==> config.mk <==
export PLATFORM = sky130hd
export DESIGN_NAME = sio_tx_1x
export DESIGN_NICKNAME = d
export VERILOG_FILES = /design/src/rtl/sio_tx_1x.sv
export SDC_FILE = /design/constraint.sdc
export NUM_CORES = 1
export LEC_CHECK = 0
export CORE_AREA = 2 2 61 77
export DETAILED_ROUTE_END_ITERATION = 7
export DIE_AREA = 0 0 63 79
export GPL_ROUTABILITY_DRIVEN = 0
export SLEW_MARGIN = 20
export SYNTH_ARGS = -nofsm -noshare
export SYNTH_HDL_FRONTEND = slang
export SYNTH_SLANG_ARGS = --single-unit
==> constraint.sdc <==
create_clock -name c -period 1.68 [get_ports c]
set_input_delay 0.504 -clock c [delete_from_list [all_inputs] [get_ports c]]
set_output_delay 0.504 -clock c [all_outputs]
set_load 0.01 [all_outputs]
==> src/rtl/sio_tx_1x.sv <==
// sio_tx_1x -- serial transmitter for the 1-bit-per-clock remote IO link.
//
// Frames each accepted NBI-bit word as: start bit (0), NBI data bits MSB
// first, then at least GAP idle ones. The line idles high. All outputs are
// registered: every output register is loaded from the next-state value, so
// the start bit appears on q the cycle after the accepting edge.
//
// Optional build macro SIO_TX_HOLD_EN adds a one-word holding register so a
// word can be accepted while a frame is on the line. Back-to-back frames are
// then separated by exactly GAP ones instead of GAP+1.
//
// Ports:
//   c      in   clock (400 MHz, one line bit per clock)
//   rn     in   synchronous active-low reset
//   d      in   [NBI-1:0] word to send, bit NBI-1 first
//   v      in   d valid
//   ready  out  word accepted on a cycle with v && ready
//   q      out  serial line bit, idle 1
//   sop    out  one-cycle pulse coincident with the start bit on q
//   busy   out  frame in progress or a word held
module sio_tx_1x #(
    parameter int NBI = 16,
    parameter int GAP = 4
) (
    input  logic           c,
    input  logic           rn,
    input  logic [NBI-1:0] d,
    input  logic           v,
    output logic           ready,
    output logic           q,
    output logic           sop,
    output logic           busy
);

    localparam int BW = $clog2(NBI + 1);

    typedef enum logic [1:0] {S_IDLE, S_START, S_DATA, S_GAP} state_t;

    state_t         state_reg,   state_next;
    logic [NBI-1:0] shift_reg,   shift_next;
    logic [BW-1:0]  bit_cnt_reg, bit_cnt_next;
    logic [3:0]     gap_cnt_reg, gap_cnt_next;
    logic           q_reg,       q_next;
    logic           sop_reg,     sop_next;
    logic           ready_reg,   ready_next;
    logic           busy_reg,    busy_next;
    logic           accept;
`ifdef SIO_TX_HOLD_EN
    logic [NBI-1:0] hold_reg,      hold_next;
    logic           hold_full_reg, hold_full_next;
`endif

    assign accept = v && ready_reg;

    always_comb begin
        state_next   = state_reg;
        shift_next   = shift_reg;
        bit_cnt_next = bit_cnt_reg;
        gap_cnt_next = gap_cnt_reg;
        q_next       = 1'b1;
        sop_next     = 1'b0;
`ifdef SIO_TX_HOLD_EN
        hold_next      = hold_reg;
        hold_full_next = hold_full_reg;
        // Any accept while a frame is on the line parks the word; the
        // end-of-gap branch below may redirect it straight to the shifter.
        if (accept && state_reg != S_IDLE) begin
            hold_next      = d;
            hold_full_next = 1'b1;
        end
`endif
        case (state_reg)
            S_IDLE: begin
                if (accept) begin
                    shift_next = d;
                    state_next = S_START;
                    q_next     = 1'b0;
                    sop_next   = 1'b1;
                end
            end
            S_START: begin
                state_next   = S_DATA;
                q_next       = shift_reg[NBI-1];
                shift_next   = shift_reg << 1;
                bit_cnt_next = BW'(1);
            end
            S_DATA: begin
                if (bit_cnt_reg == BW'(NBI)) begin
                    state_next   = S_GAP;
                    gap_cnt_next = 4'd1;
                end else begin
                    q_next       = shift_reg[NBI-1];
                    shift_next   = shift_reg << 1;
                    bit_cnt_next = bit_cnt_reg + 1'b1;
                end
            end
            S_GAP: begin
                if (gap_cnt_reg == 4'(GAP)) begin
                    state_next = S_IDLE;
`ifdef SIO_TX_HOLD_EN
                    if (hold_full_reg) begin
                        // Held word moves to the shifter; a simultaneous
                        // accept refills the holding register.
                        state_next     = S_START;
                        shift_next     = hold_reg;
                        q_next         = 1'b0;
                        sop_next       = 1'b1;
                        hold_full_next = accept;
                    end else if (accept) begin
                        // Word arriving exactly at the end of the gap skips
                        // the holding register, otherwise it would be
                        // stranded in IDLE.
                        state_next     = S_START;
                        shift_next     = d;
                        q_next         = 1'b0;
                        sop_next       = 1'b1;
                        hold_next      = hold_reg;
                        hold_full_next = 1'b0;
                    end
`endif
                end else begin
                    gap_cnt_next = gap_cnt_reg + 4'd1;
                end
            end
            default: state_next = S_IDLE;
        endcase
`ifdef SIO_TX_HOLD_EN
        ready_next = !hold_full_next;
        busy_next  = (state_next != S_IDLE) || hold_full_next;
`else
        ready_next = (state_next == S_IDLE);
        busy_next  = (state_next != S_IDLE);
`endif
    end

    always_ff @(posedge c) begin
        if (!rn) begin
            state_reg     <= S_IDLE;
            shift_reg     <= '0;
            bit_cnt_reg   <= '0;
            gap_cnt_reg   <= '0;
            q_reg         <= 1'b1;
            sop_reg       <= 1'b0;
            ready_reg     <= 1'b0;
            busy_reg      <= 1'b0;
`ifdef SIO_TX_HOLD_EN
            hold_reg      <= '0;
            hold_full_reg <= 1'b0;
`endif
        end else begin
            state_reg     <= state_next;
            shift_reg     <= shift_next;
            bit_cnt_reg   <= bit_cnt_next;
            gap_cnt_reg   <= gap_cnt_next;
            q_reg         <= q_next;
            sop_reg       <= sop_next;
            ready_reg     <= ready_next;
            busy_reg      <= busy_next;
`ifdef SIO_TX_HOLD_EN
            hold_reg      <= hold_next;
            hold_full_reg <= hold_full_next;
`endif
        end
    end

    assign ready = ready_reg;
    assign q     = q_reg;
    assign sop   = sop_reg;
    assign busy  = busy_reg;

endmodule

==> implementation parameters <==
Parameter                              Value

Floorplanning
  Overall die area    4980 um^2
  Area inside the core boundary    4290 um^2
  Standard-cell rows    27
  Floorplan die width    63 um
  Vertical die dimension    79 um
  Initial Utilization    0.379
  Number of top-level pins    23

Timing
  Final worst hold slack    0.480 ns
  Max Clock Freq    598 MHz
  Number of setup violations in the final report    0
  Setup Total Neg Slack    0 ns
  Minimum clock period    1.67 ns
  Final Skew    0.00822 ns
  Count of pins over their slew limit    0
  RSZ-0062 raised after global routing    yes
  Rel. slew slack    0.785
  Measured slew at the worst slew-check pin    0.322 ns
  Final worst path period share    0.995
  Count of final hold-check violations    0

Logic synthesis
  Simple-Gate Fraction of Synth Area    0.178
  Mux contribution to synthesized area    0.0985
  Warnings, synthesis    0
  Flops & latches, synth    31
  Post-Synth XOR/XNOR Area    0
  Post-Synth Adder-Cell Area    0.0616
  Number of synthesized flops with an enable pin    0
  Async set-reset flop share out of synthesis    0
  Synthesized netlist net count    194
  Sequential element share of the synthesized area    0.382
  Compound-Gate Fraction of Synth Area    0.226
  Synth Instances    167
  Post-synthesis instance area    1630 um^2
  Average size of a mapped cell    9.73 um^2
  Combinational family with the most area after synthesis    compound AO/OA/AOI/OAI gates
  Most used flip-flop cell after synthesis    dfxtp_1
  Yosys cell types    40

Clock network
  Clock root buffer    clkbuf_8
  Number of hold-repair buffers added at the cts stage    0
  CTS tree    done
  Number of buffers added by the clock tree synthesis step    5
  Sink Count    31
  Buffer depth of the longest clock path    2
  H-tree levels    2
  Clk slew on worst S/H paths    0.07 ns
  Skew-Pair Late Insertion Delay    0.28 ns

Setup path
  Number of cells on the worst reg-to-reg path    8
  Required arrival time at the worst endpoint    1.86 ns
  Flop2flop setup slack    0.008 ns
  Worst R2R Start    bit_cnt_reg[1]
  Start-to-end type of the worst setup path    reg -> reg
  Endpoint of the most critical register-to-register path    shift_reg[0]
  Worst setup path end    shift_reg[0]
  Critical Path Start Type    flop
  Top fanout value on the critical path    8
  Sort of element at the end of the critical path    flop
  Critical path data arrival time    1.85 ns
  CP startpoint    bit_cnt_reg[1]

Place
  Number of buffer cells added on primary ports    22
  Placed wire-length estimate after detailed placement    2340 um
  DP Cell Count    254
  Placed Area    2030 um^2

Hold path
  Min-delay worst type    reg -> reg
  Instance count along the most critical hold path    2

Route
  DRT Wirelength    3630 um
  Routed vias    1345
  Antenna Violating Nets Remaining    0
  Drt first pass iters    4
  DRC violation count after routing    0
  DR iter-0 viols    54
  Vias per cell    5.04
  Average routed wire per standard cell    13.6 um

Global route
  Aggregate global-route resource usage    0.148
  Number of global-route vias before repair    1391
  Wire length of the first global-routing pass    5910 um
  Maximum number of pins on one net before global-route repair    23
  Initial antenna violation count    0
  Sum of overflow across all layers after global routing    0

Layout
  Number of nets in the final layout    236
  Finished layout cell area    2290 um^2
  ANT cells    0
  Share of cells above drive strength 1    0.325
  Layout Cells excl Fill    267
  Final core utilization    0.534
  Largest register FFs    16
  Signed area change from the synthesized netlist to the final layout    40.9%

Pwr
  Maximum VDD drop    0.397 mV
  Leakage Power    0.823 nW
  Cell area power density    905 nW/um^2

Outcome
  Result of the run    finished, final reports clean

Flow run
  Max-cap violations    0
## placed cells by master (no fill, tap or decap), drive strengths merged, types with 2 or more instances in the layout
master,n
inv,7
ha,8
mux2i,16
nand3,3
buf,22
and2,3
nor3b,2
clkinv,2
dfxtp,31
a221oi,2
clkdlybuf4s50,20
clkbuf,7
nor2,21
nand2,7
or2,2
nand2b,4
a31oi,3
nor3,3
a21oi,6
nand3b,4
a211oi,16
nand4b,2
a41oi,2
o21ai,2
## final cells by class
cell class              instances  area (um^2)
fillers                       404         2000
inverters                       8         30.0
clock inverters                 1         5.00
flip-flops and latches         31          624
well taps                      58         72.6
multi-input cells             118         1010
clock buffers                   6         82.6
repair buffers                 45          464
## cell usage after synthesis (all sizes together) (2+ instances only)
master	instances	share of area
a31oi	3	0.012
and2	3	0.012
nor3b	2	0.0092
or2	2	0.0077
clkbuf	5	0.012
buf	5	0.024
nand3b	4	0.018
a221oi	2	0.022
dfxtp	31	0.38
inv	7	0.016
ha	8	0.062
nor3	3	0.0092
o21ai	2	0.0062
a41oi	2	0.011
nand2b	4	0.015
nand3	3	0.0092
mux2i	16	0.099
a21oi	6	0.018
nor2	21	0.049
a211oi	16	0.12
nand4b	2	0.011
nand2	7	0.016
## worst min path at each step
stage               slack [ns]          from      endpoint
global route              0.50  shift_reg[0]  shift_reg[0]
global placement          0.46  shift_reg[0]  shift_reg[0]
detailed placement        0.46  shift_reg[0]  shift_reg[0]
finish                    0.48  shift_reg[0]  shift_reg[0]
CTS                       0.47  shift_reg[0]  shift_reg[0]
floorplan                 0.45  shift_reg[0]  shift_reg[0]
## worst max-delay path, cell delays in order (launching register included)
cell	delay (ns)
dfxtp_2	0.33
inv_2	0.04
ha_4	0.15
and4bb_4	0.21
a221oi_4	0.38
buf_6	0.18
buf_16	0.13
nand2b_4	0.12
a21oi_2	0.04
## metrics by stage
step                      worst slack, ns  power, W
after floorplan                   0.00117   0.00124
after global placement             -0.223   0.00139
after detailed placement           -0.291   0.00140
after CTS                        -0.00621   0.00204
after global routing              -0.0629   0.00219
final                             0.00798   0.00207
## routing by layer
metal	track usage	vias to the layer above	wire length, um
li1	-	684	-
met1	0.158	629	1510
met2	0.268	24	1930
met3	0.0411	8	124
met4	0.0711	0	60
met5	0	-	0
## report_power, final
part	total [W]	switching, W	internal (W)
sequential	0.000868	0.0000453	0.000823
clock	0.000584	0.000264	0.000321
combinational	0.000620	0.000291	0.000329
total	0.00207	0.000600	0.00147
## cells by family (layout without fill, tap and decap cells)
family	after synthesis	count (layout)
AOI/OAI and AO/OA	39	39
and+or+nand+nor	55	55
buffers and inverters	18	60
muxes	16	16
adders and majority gates	8	8
DFF	31	31
## what timing repair did
| action | in CTS | in global routing |
|---|---|---|
| setup buffers | 2 | 2 |
| pin swaps | 7 | 7 |
| setup endpoints to repair | 14 | 22 |
| hold endpoints to repair | 0 | 0 |
| cloned | 1 | 2 |
| resized for setup | 5 | 24 |
(Power assumes the default switching activity.)
